File: src/rtl/vpm_hz_pkg.sv
// vpm_hz_pkg: shared types and widths for the vpm hazard controller.
package vpm_hz_pkg;

  // Input-gating state of the controller.
  typedef enum logic [1:0] {
    HZ_RUN,
    HZ_FLUSH_WAIT,
    HZ_DRAIN
  } hz_state_t;

  // Widths of the optional performance counters.
  localparam int HZ_PERF_CYC_W   = 32;
  localparam int HZ_PERF_FLUSH_W = 16;

endpackage

File: src/rtl/vpm_hz_valid_stage.sv
// vpm_hz_valid_stage: one pipeline stage's valid bit, register enable and
// source selection for the vpm hazard controller.
module vpm_hz_valid_stage (
  input  logic clk,
  input  logic rst,
  input  logic hold,      // this stage must keep its contents
  input  logic kill,      // this stage is flushed this cycle
  input  logic up_valid,  // upstream valid (stage 0: accepted input)
  input  logic up_hold,   // upstream is holding its item
  input  logic up_kill,   // upstream is being flushed
  output logic en,
  output logic valid
);

  logic src;

  // A flushed stage is always written so its register clears even if stalled.
  assign en  = ~hold | kill;
  // The upstream item moves in only if it is neither held nor being killed.
  assign src = up_valid & ~up_hold & ~up_kill;

  // Valid bit: kill clears, enable loads the upstream item, otherwise keep.
  always_ff @(posedge clk or posedge rst) begin
    // NOTE: non-blocking assignments in clocked blocks, so every register samples pre-edge values.
    if (rst)       valid <= 1'b0;
    else if (kill) valid <= 1'b0;
    else if (en)   valid <= src;
  end

endmodule

File: src/rtl/vpm_hazard_ctrl.sv
// vpm_hazard_ctrl: per-stage clock enables and active-low flush strobes for an
// N-stage linear vpm pipeline, with backpressure, bubble squash, post-flush
// redirect hold and whole-pipe drain.
// Optional macro VPM_HZ_PERF_EN adds saturating stall-cycle and flush counters.
module vpm_hazard_ctrl
  import vpm_hz_pkg::*;
#(
  parameter int NUM_STAGES = 5,
  parameter int FLUSH_HOLD = 2,
  parameter int STAGE_W    = $clog2(NUM_STAGES)
) (
  input  logic                  clk,
  input  logic                  rst,
  input  logic                  i_valid,
  output logic                  i_ready,
  input  logic                  o_ready,
  output logic                  o_valid,
  input  logic [NUM_STAGES-1:0] stall_req,
  input  logic                  flush_req,
  input  logic [STAGE_W-1:0]    flush_stage,
  input  logic                  drain_req,
  output logic                  drain_done,
  output logic [NUM_STAGES-1:0] hz_en,
  output logic [NUM_STAGES-1:0] hz_flush_n,
  output logic [NUM_STAGES-1:0] stage_valid
`ifdef VPM_HZ_PERF_EN
  ,
  output logic [HZ_PERF_CYC_W-1:0]   perf_stall_cyc,
  output logic [HZ_PERF_FLUSH_W-1:0] perf_flush_cnt
`endif
);

  localparam int LAST  = NUM_STAGES - 1;
  localparam int CNT_W = (FLUSH_HOLD > 1) ? $clog2(FLUSH_HOLD) : 1;
  localparam logic [CNT_W-1:0] HOLD_RELOAD = CNT_W'((FLUSH_HOLD > 0) ? FLUSH_HOLD - 1 : 0);

  hz_state_t             state;
  logic [CNT_W-1:0]      hold_cnt;
  logic [NUM_STAGES-1:0] valid;
  logic [NUM_STAGES-1:0] hold;
  logic [NUM_STAGES-1:0] kill;
  logic                  accept;
  int                    flush_lim;

  // Oldest stage killed; out-of-range requests clamp to the output stage.
  always_comb begin
    flush_lim = int'(flush_stage);
    if (flush_lim > LAST) flush_lim = LAST;
  end

  // Kill mask covers stages 0..flush_lim while flush_req is high.
  always_comb begin
    // NOTE: every combinational output gets a default first, so no path leaves it unassigned (no latch).
    kill = '0;
    for (int k = 0; k < NUM_STAGES; k++) kill[k] = flush_req & (k <= flush_lim);
  end

  // Hold chain, oldest first; an empty stage never passes hold upstream.
  always_comb begin
    hold       = '0;
    hold[LAST] = stall_req[LAST] | (valid[LAST] & ~o_ready);
    for (int k = LAST - 1; k >= 0; k--) hold[k] = stall_req[k] | (valid[k] & hold[k+1]);
  end

  assign i_ready     = ~hold[0] & (state == HZ_RUN) & ~kill[0] & ~drain_req;
  assign accept      = i_valid & i_ready;
  assign o_valid     = valid[LAST];
  assign hz_flush_n  = ~kill;
  assign stage_valid = valid;

  for (genvar k = 0; k < NUM_STAGES; k++) begin : g_stage
    if (k == 0) begin : g_head
      vpm_hz_valid_stage u_stage (
        .clk      (clk),
        .rst      (rst),
        .hold     (hold[k]),
        .kill     (kill[k]),
        .up_valid (accept),
        .up_hold  (1'b0),
        .up_kill  (1'b0),
        .en       (hz_en[k]),
        .valid    (valid[k])
      );
    end else begin : g_body
      vpm_hz_valid_stage u_stage (
        .clk      (clk),
        .rst      (rst),
        .hold     (hold[k]),
        .kill     (kill[k]),
        .up_valid (valid[k-1]),
        .up_hold  (hold[k-1]),
        .up_kill  (kill[k-1]),
        .en       (hz_en[k]),
        .valid    (valid[k])
      );
    end
  end

  // Input gating FSM: redirect hold after flush, drain until empty.
  always_ff @(posedge clk or posedge rst) begin
    if (rst) begin
      state      <= HZ_RUN;
      hold_cnt   <= '0;
      drain_done <= 1'b0;
    end else begin
      drain_done <= 1'b0;
      unique case (state)
        HZ_RUN: begin
          if (flush_req && (FLUSH_HOLD > 0)) begin
            state    <= HZ_FLUSH_WAIT;
            hold_cnt <= HOLD_RELOAD;
          end else if (drain_req) begin
            state <= HZ_DRAIN;
          end
        end
        HZ_FLUSH_WAIT: begin
          if (flush_req)            hold_cnt <= HOLD_RELOAD;
          else if (hold_cnt == '0)  state    <= HZ_RUN;
          else                      hold_cnt <= hold_cnt - CNT_W'(1);
        end
        HZ_DRAIN: begin
          // A flush during drain only kills; completion waits for a quiet cycle.
          if (!flush_req && (valid == '0) && !accept) begin
            state      <= HZ_RUN;
            drain_done <= 1'b1;
          end
        end
        default: state <= HZ_RUN;
      endcase
    end
  end

`ifdef VPM_HZ_PERF_EN
  // Saturating counters of blocked-input cycles and flush requests.
  always_ff @(posedge clk or posedge rst) begin
    if (rst) begin
      perf_stall_cyc <= '0;
      perf_flush_cnt <= '0;
    end else begin
      if (i_valid && !i_ready && (perf_stall_cyc != '1))
        perf_stall_cyc <= perf_stall_cyc + HZ_PERF_CYC_W'(1);
      if (flush_req && (perf_flush_cnt != '1))
        perf_flush_cnt <= perf_flush_cnt + HZ_PERF_FLUSH_W'(1);
    end
  end
`endif

endmodule

File: config.mk
export PLATFORM = sky130hd
export DESIGN_NAME = vpm_hazard_ctrl
export DESIGN_NICKNAME = d
export VERILOG_FILES = /design/src/rtl/vpm_hz_pkg.sv /design/src/rtl/vpm_hz_valid_stage.sv /design/src/rtl/vpm_hazard_ctrl.sv
export SDC_FILE = /design/constraint.sdc
export NUM_CORES = 1
export LEC_CHECK = 0
export BUFFER_PORTS_ARGS = -buffer_cell sky130_fd_sc_hd__buf_2
export CELL_PAD_IN_SITES_DETAIL_PLACEMENT = 1
export CELL_PAD_IN_SITES_GLOBAL_PLACEMENT = 2
export CORE_ASPECT_RATIO = 1.25
export CORE_MARGIN = 1.5
export CORE_UTILIZATION = 23
export CTS_CLUSTER_SIZE = 24
export DETAILED_ROUTE_END_ITERATION = 10
export HOLD_SLACK_MARGIN = 0.06
export PLACE_DENSITY = 0.73
export SLEW_MARGIN = 10
export SYNTH_ARGS = -nofsm -noshare
export SYNTH_HDL_FRONTEND = slang
export SYNTH_HIERARCHICAL = 1
export SYNTH_SLANG_ARGS = --single-unit
File: constraint.sdc
create_clock -name clk -period 1.9 [get_ports clk]
set_input_delay 0 -clock clk [delete_from_list [all_inputs] [get_ports clk]]
set_output_delay 0 -clock clk [all_outputs]
set_load 0.05 [all_outputs]
==> metrics.txt <==
number of detailed-route iterations in the first pass=2; worst setup margin=approximately 0.17 ns; Die W=50.7 µm; largest family of logic cells by synthesized area=simple AND/OR/NAND/NOR gates; CTS Buffer Depth=2; Root Driver=clkbuf_4; setup bufs post-CTS=0; Finished Layout Cells=151; area delta synth->final=35.8%; final WL=between 1500 and 2000 µm; setup tns final=0 ns; GRT Total Usage=12.5%; Peak VDD IR=0.000351 V; Synth Area in XOR/XNOR=0%; Max Cap Viol=0; min Tclk post-route=1.73 ns; CP Class=flop to flop; Synth Area in Compound Gates=17.8%; crit path max fanout=6; cells on worst reg2reg path=5; Tightest Hold Check Type=input pin to flop; commonest non-fill, non-tap cell in the layout=buf_2; nets@finish=132; fin. max-slew vios=0; top cells by area, synth=dfrtp_1 (34%), or4b_1 (7.7%), a21oi_1 (6.9%), inv_1 (6.9%), or2b_1 (6.9%); Initial Utilization=24.4%; ys async rst share=100%; Most used DFF post-synth=dfrtp_1; Die ar.=roughly 3200 µm²; CTS tree=yes; utilization after layout=between 30% and 40%; Wirelength per Cell=12.3 µm; Synth Warn #=6; dpl ws=approximately 0.18 ns; RePlAce Congestion=around 0.86; core area=2680 µm²; Fin Clk Skew=0.0115 ns; pin count of the biggest net entering global routing=12; sequential share of the synthesized area=34.5%; FF-to-FF Start=g_stage[1].g_body.u_stage/valid; simple logic cell fraction of the synthesized area=approximately 37%; synthesized area=653 µm²; Reg clk slew, reported paths=0.07 ns; RSZ-0062 raised after global routing=false; H-tree Lvls=1; Post-DRT Antenna Nets=0; vias per inst=4.55; total power draw=560 µW; crit path DAT=1.93 ns; dpl cells=145; Adder-Cell Fraction of Synth Area=0%; # rows=21; post-synthesis cell type count=24; final setup fails=0; R2R setup slack=0.17 ns; Synth Register Bits=9; fin crit share=91.1%; startpoint types=flop; Mapped Avg Cell Area=7.96 µm²; CP startpoint=g_stage[1].g_body.u_stage/valid; number of port buffers=31; Synth top area share=34.5%; mux cell area share after synthesis=0%; Fmax=0.578 GHz; total grt overflow=0; critical path endpoint=g_stage[0].g_head.u_stage/valid; worst-skew pair later-pin latency=~0.27 ns; Die Y-Extent=62.6 µm; HPWL Detailed=1480 µm; status=finished, final reports clean; initial antenna violation count=0; Final Hold Viols=0; CTS Buf Count=3; vias in the first global route=691; Syn Inst Count=between 80 and 90; layout cells sized above 1=around 32%; Power Density=631 nW/µm²; # IOs=32; CTS Sinks=9; crit end category=flop; EDFF count, synth=0; drc violations=0; DR iter-0 viols=14; post-synth top area cell=dfrtp_1; terminus of the critical flop-to-flop path=g_stage[0].g_head.u_stage/valid; first-pass GRT wire length=3060 µm; Diodes inserted=0; commonest cells after routing, fill and taps aside=buf_2 (31), inv_1 (12), dfrtp_1 (9), nand2_1 (8), a21oi_1 (7); Req. time, crit path=around 2.1 ns; Filler cells=352; Pleak=0.465 nW; via count=687
-- power breakdown --
part / switching, mW / total [mW] / internal [mW] / leakage (nW)
Combinational: 0.118 / 0.174 / 0.0558 / 0.327
Sequential: 0.0228 / 0.232 / 0.210 / 0.119
Clock: 0.0760 / 0.154 / 0.0778 / 0.0177
Total: 0.216 / 0.560 / 0.343 / 0.465
-- kinds of logic after synthesis --
| kind of cell | after synthesis |
|---|---|
| other | 1 |
| AND/OR/NAND/NOR | 37 |
| buffers and inverters | 15 |
| flip-flops | 9 |
| AO/OA/AOI/OAI | 20 |
-- cell type report --
cell class / count / area [µm²] / area share (%)
Multi-Input combinational cell: 59 / 372 / 41.9
Clock inverter: 1 / 5.00 / 0.564
Inverter: 12 / 45.0 / 5.08
Sequential cell: 9 / 225 / 25.4
Timing Repair Buffer: 33 / 175 / 19.7
Tap cell: 34 / 42.5 / 4.80
Clock buffer: 3 / 22.5 / 2.54
-- sequential cells by signal, summed over array words and instances (netlist names) --
signal,count
g_stage.g_body.u_stage/valid,4
state,2
drain_done,1
g_stage.g_head.u_stage/valid,1
hold_cnt,1
-- critical path, cell delays in order (launching register included) --
cell	delay (ns)
dfrtp_1	0.43
o21ai_0	0.25
nor2b_1	0.24
a21oi_2	0.07
or4b_1	0.52
a21oi_1	0.14
-- per-stage QoR --
step	hold slack [ns]	cell area, µm²
final	0.0538	887
after global routing	0.0802	887
after CTS	0.0633	880
after detailed placement	-0.0876	832
after global placement	-0.0992	832
after floorplan	-0.271	657
-- routing by layer --
metal | global-route usage [%] | up-vias | wire length (µm)
li1 | - | 348 | -
met1 | 15.3 | 321 | 828
met2 | 20.6 | 18 | 907
met3 | 5.26 | 0 | 119
met4 | 2.03 | 0 | 0
met5 | 0 | - | 0
-- what timing repair did --
item | in CTS | in global routing
hold buffers | 2 | 0
resized for setup | 0 | 2
hold endpoints to repair | 10 | 0
setup endpoints to repair | 0 | 2
-- synthesized netlist by cell type, types with 3 or more instances --
master and number:
inv_1 12, or4b_1 5, a21o_1 3, a21oi_1 9, nand2b_1 3, nor2_1 6, o21ai_0 5, nor3_1 3
dfrtp_1 9, or2b_1 6, nand2_1 8
-- how the worst min path moves through the flow --
stage               startpoint                               to  slack, ns  cells past startpoint
floorplan                  rst  g_stage[0].g_head.u_stage/valid      -0.27                      1
global placement           rst  g_stage[1].g_body.u_stage/valid       -0.1                      2
detailed placement         rst  g_stage[1].g_body.u_stage/valid      -0.09                      2
CTS                  flush_req  g_stage[0].g_head.u_stage/valid       0.06                      2
global route         flush_req  g_stage[0].g_head.u_stage/valid       0.08                      2
finish               flush_req  g_stage[0].g_head.u_stage/valid       0.05                      2
(Power assumes the default switching activity.)
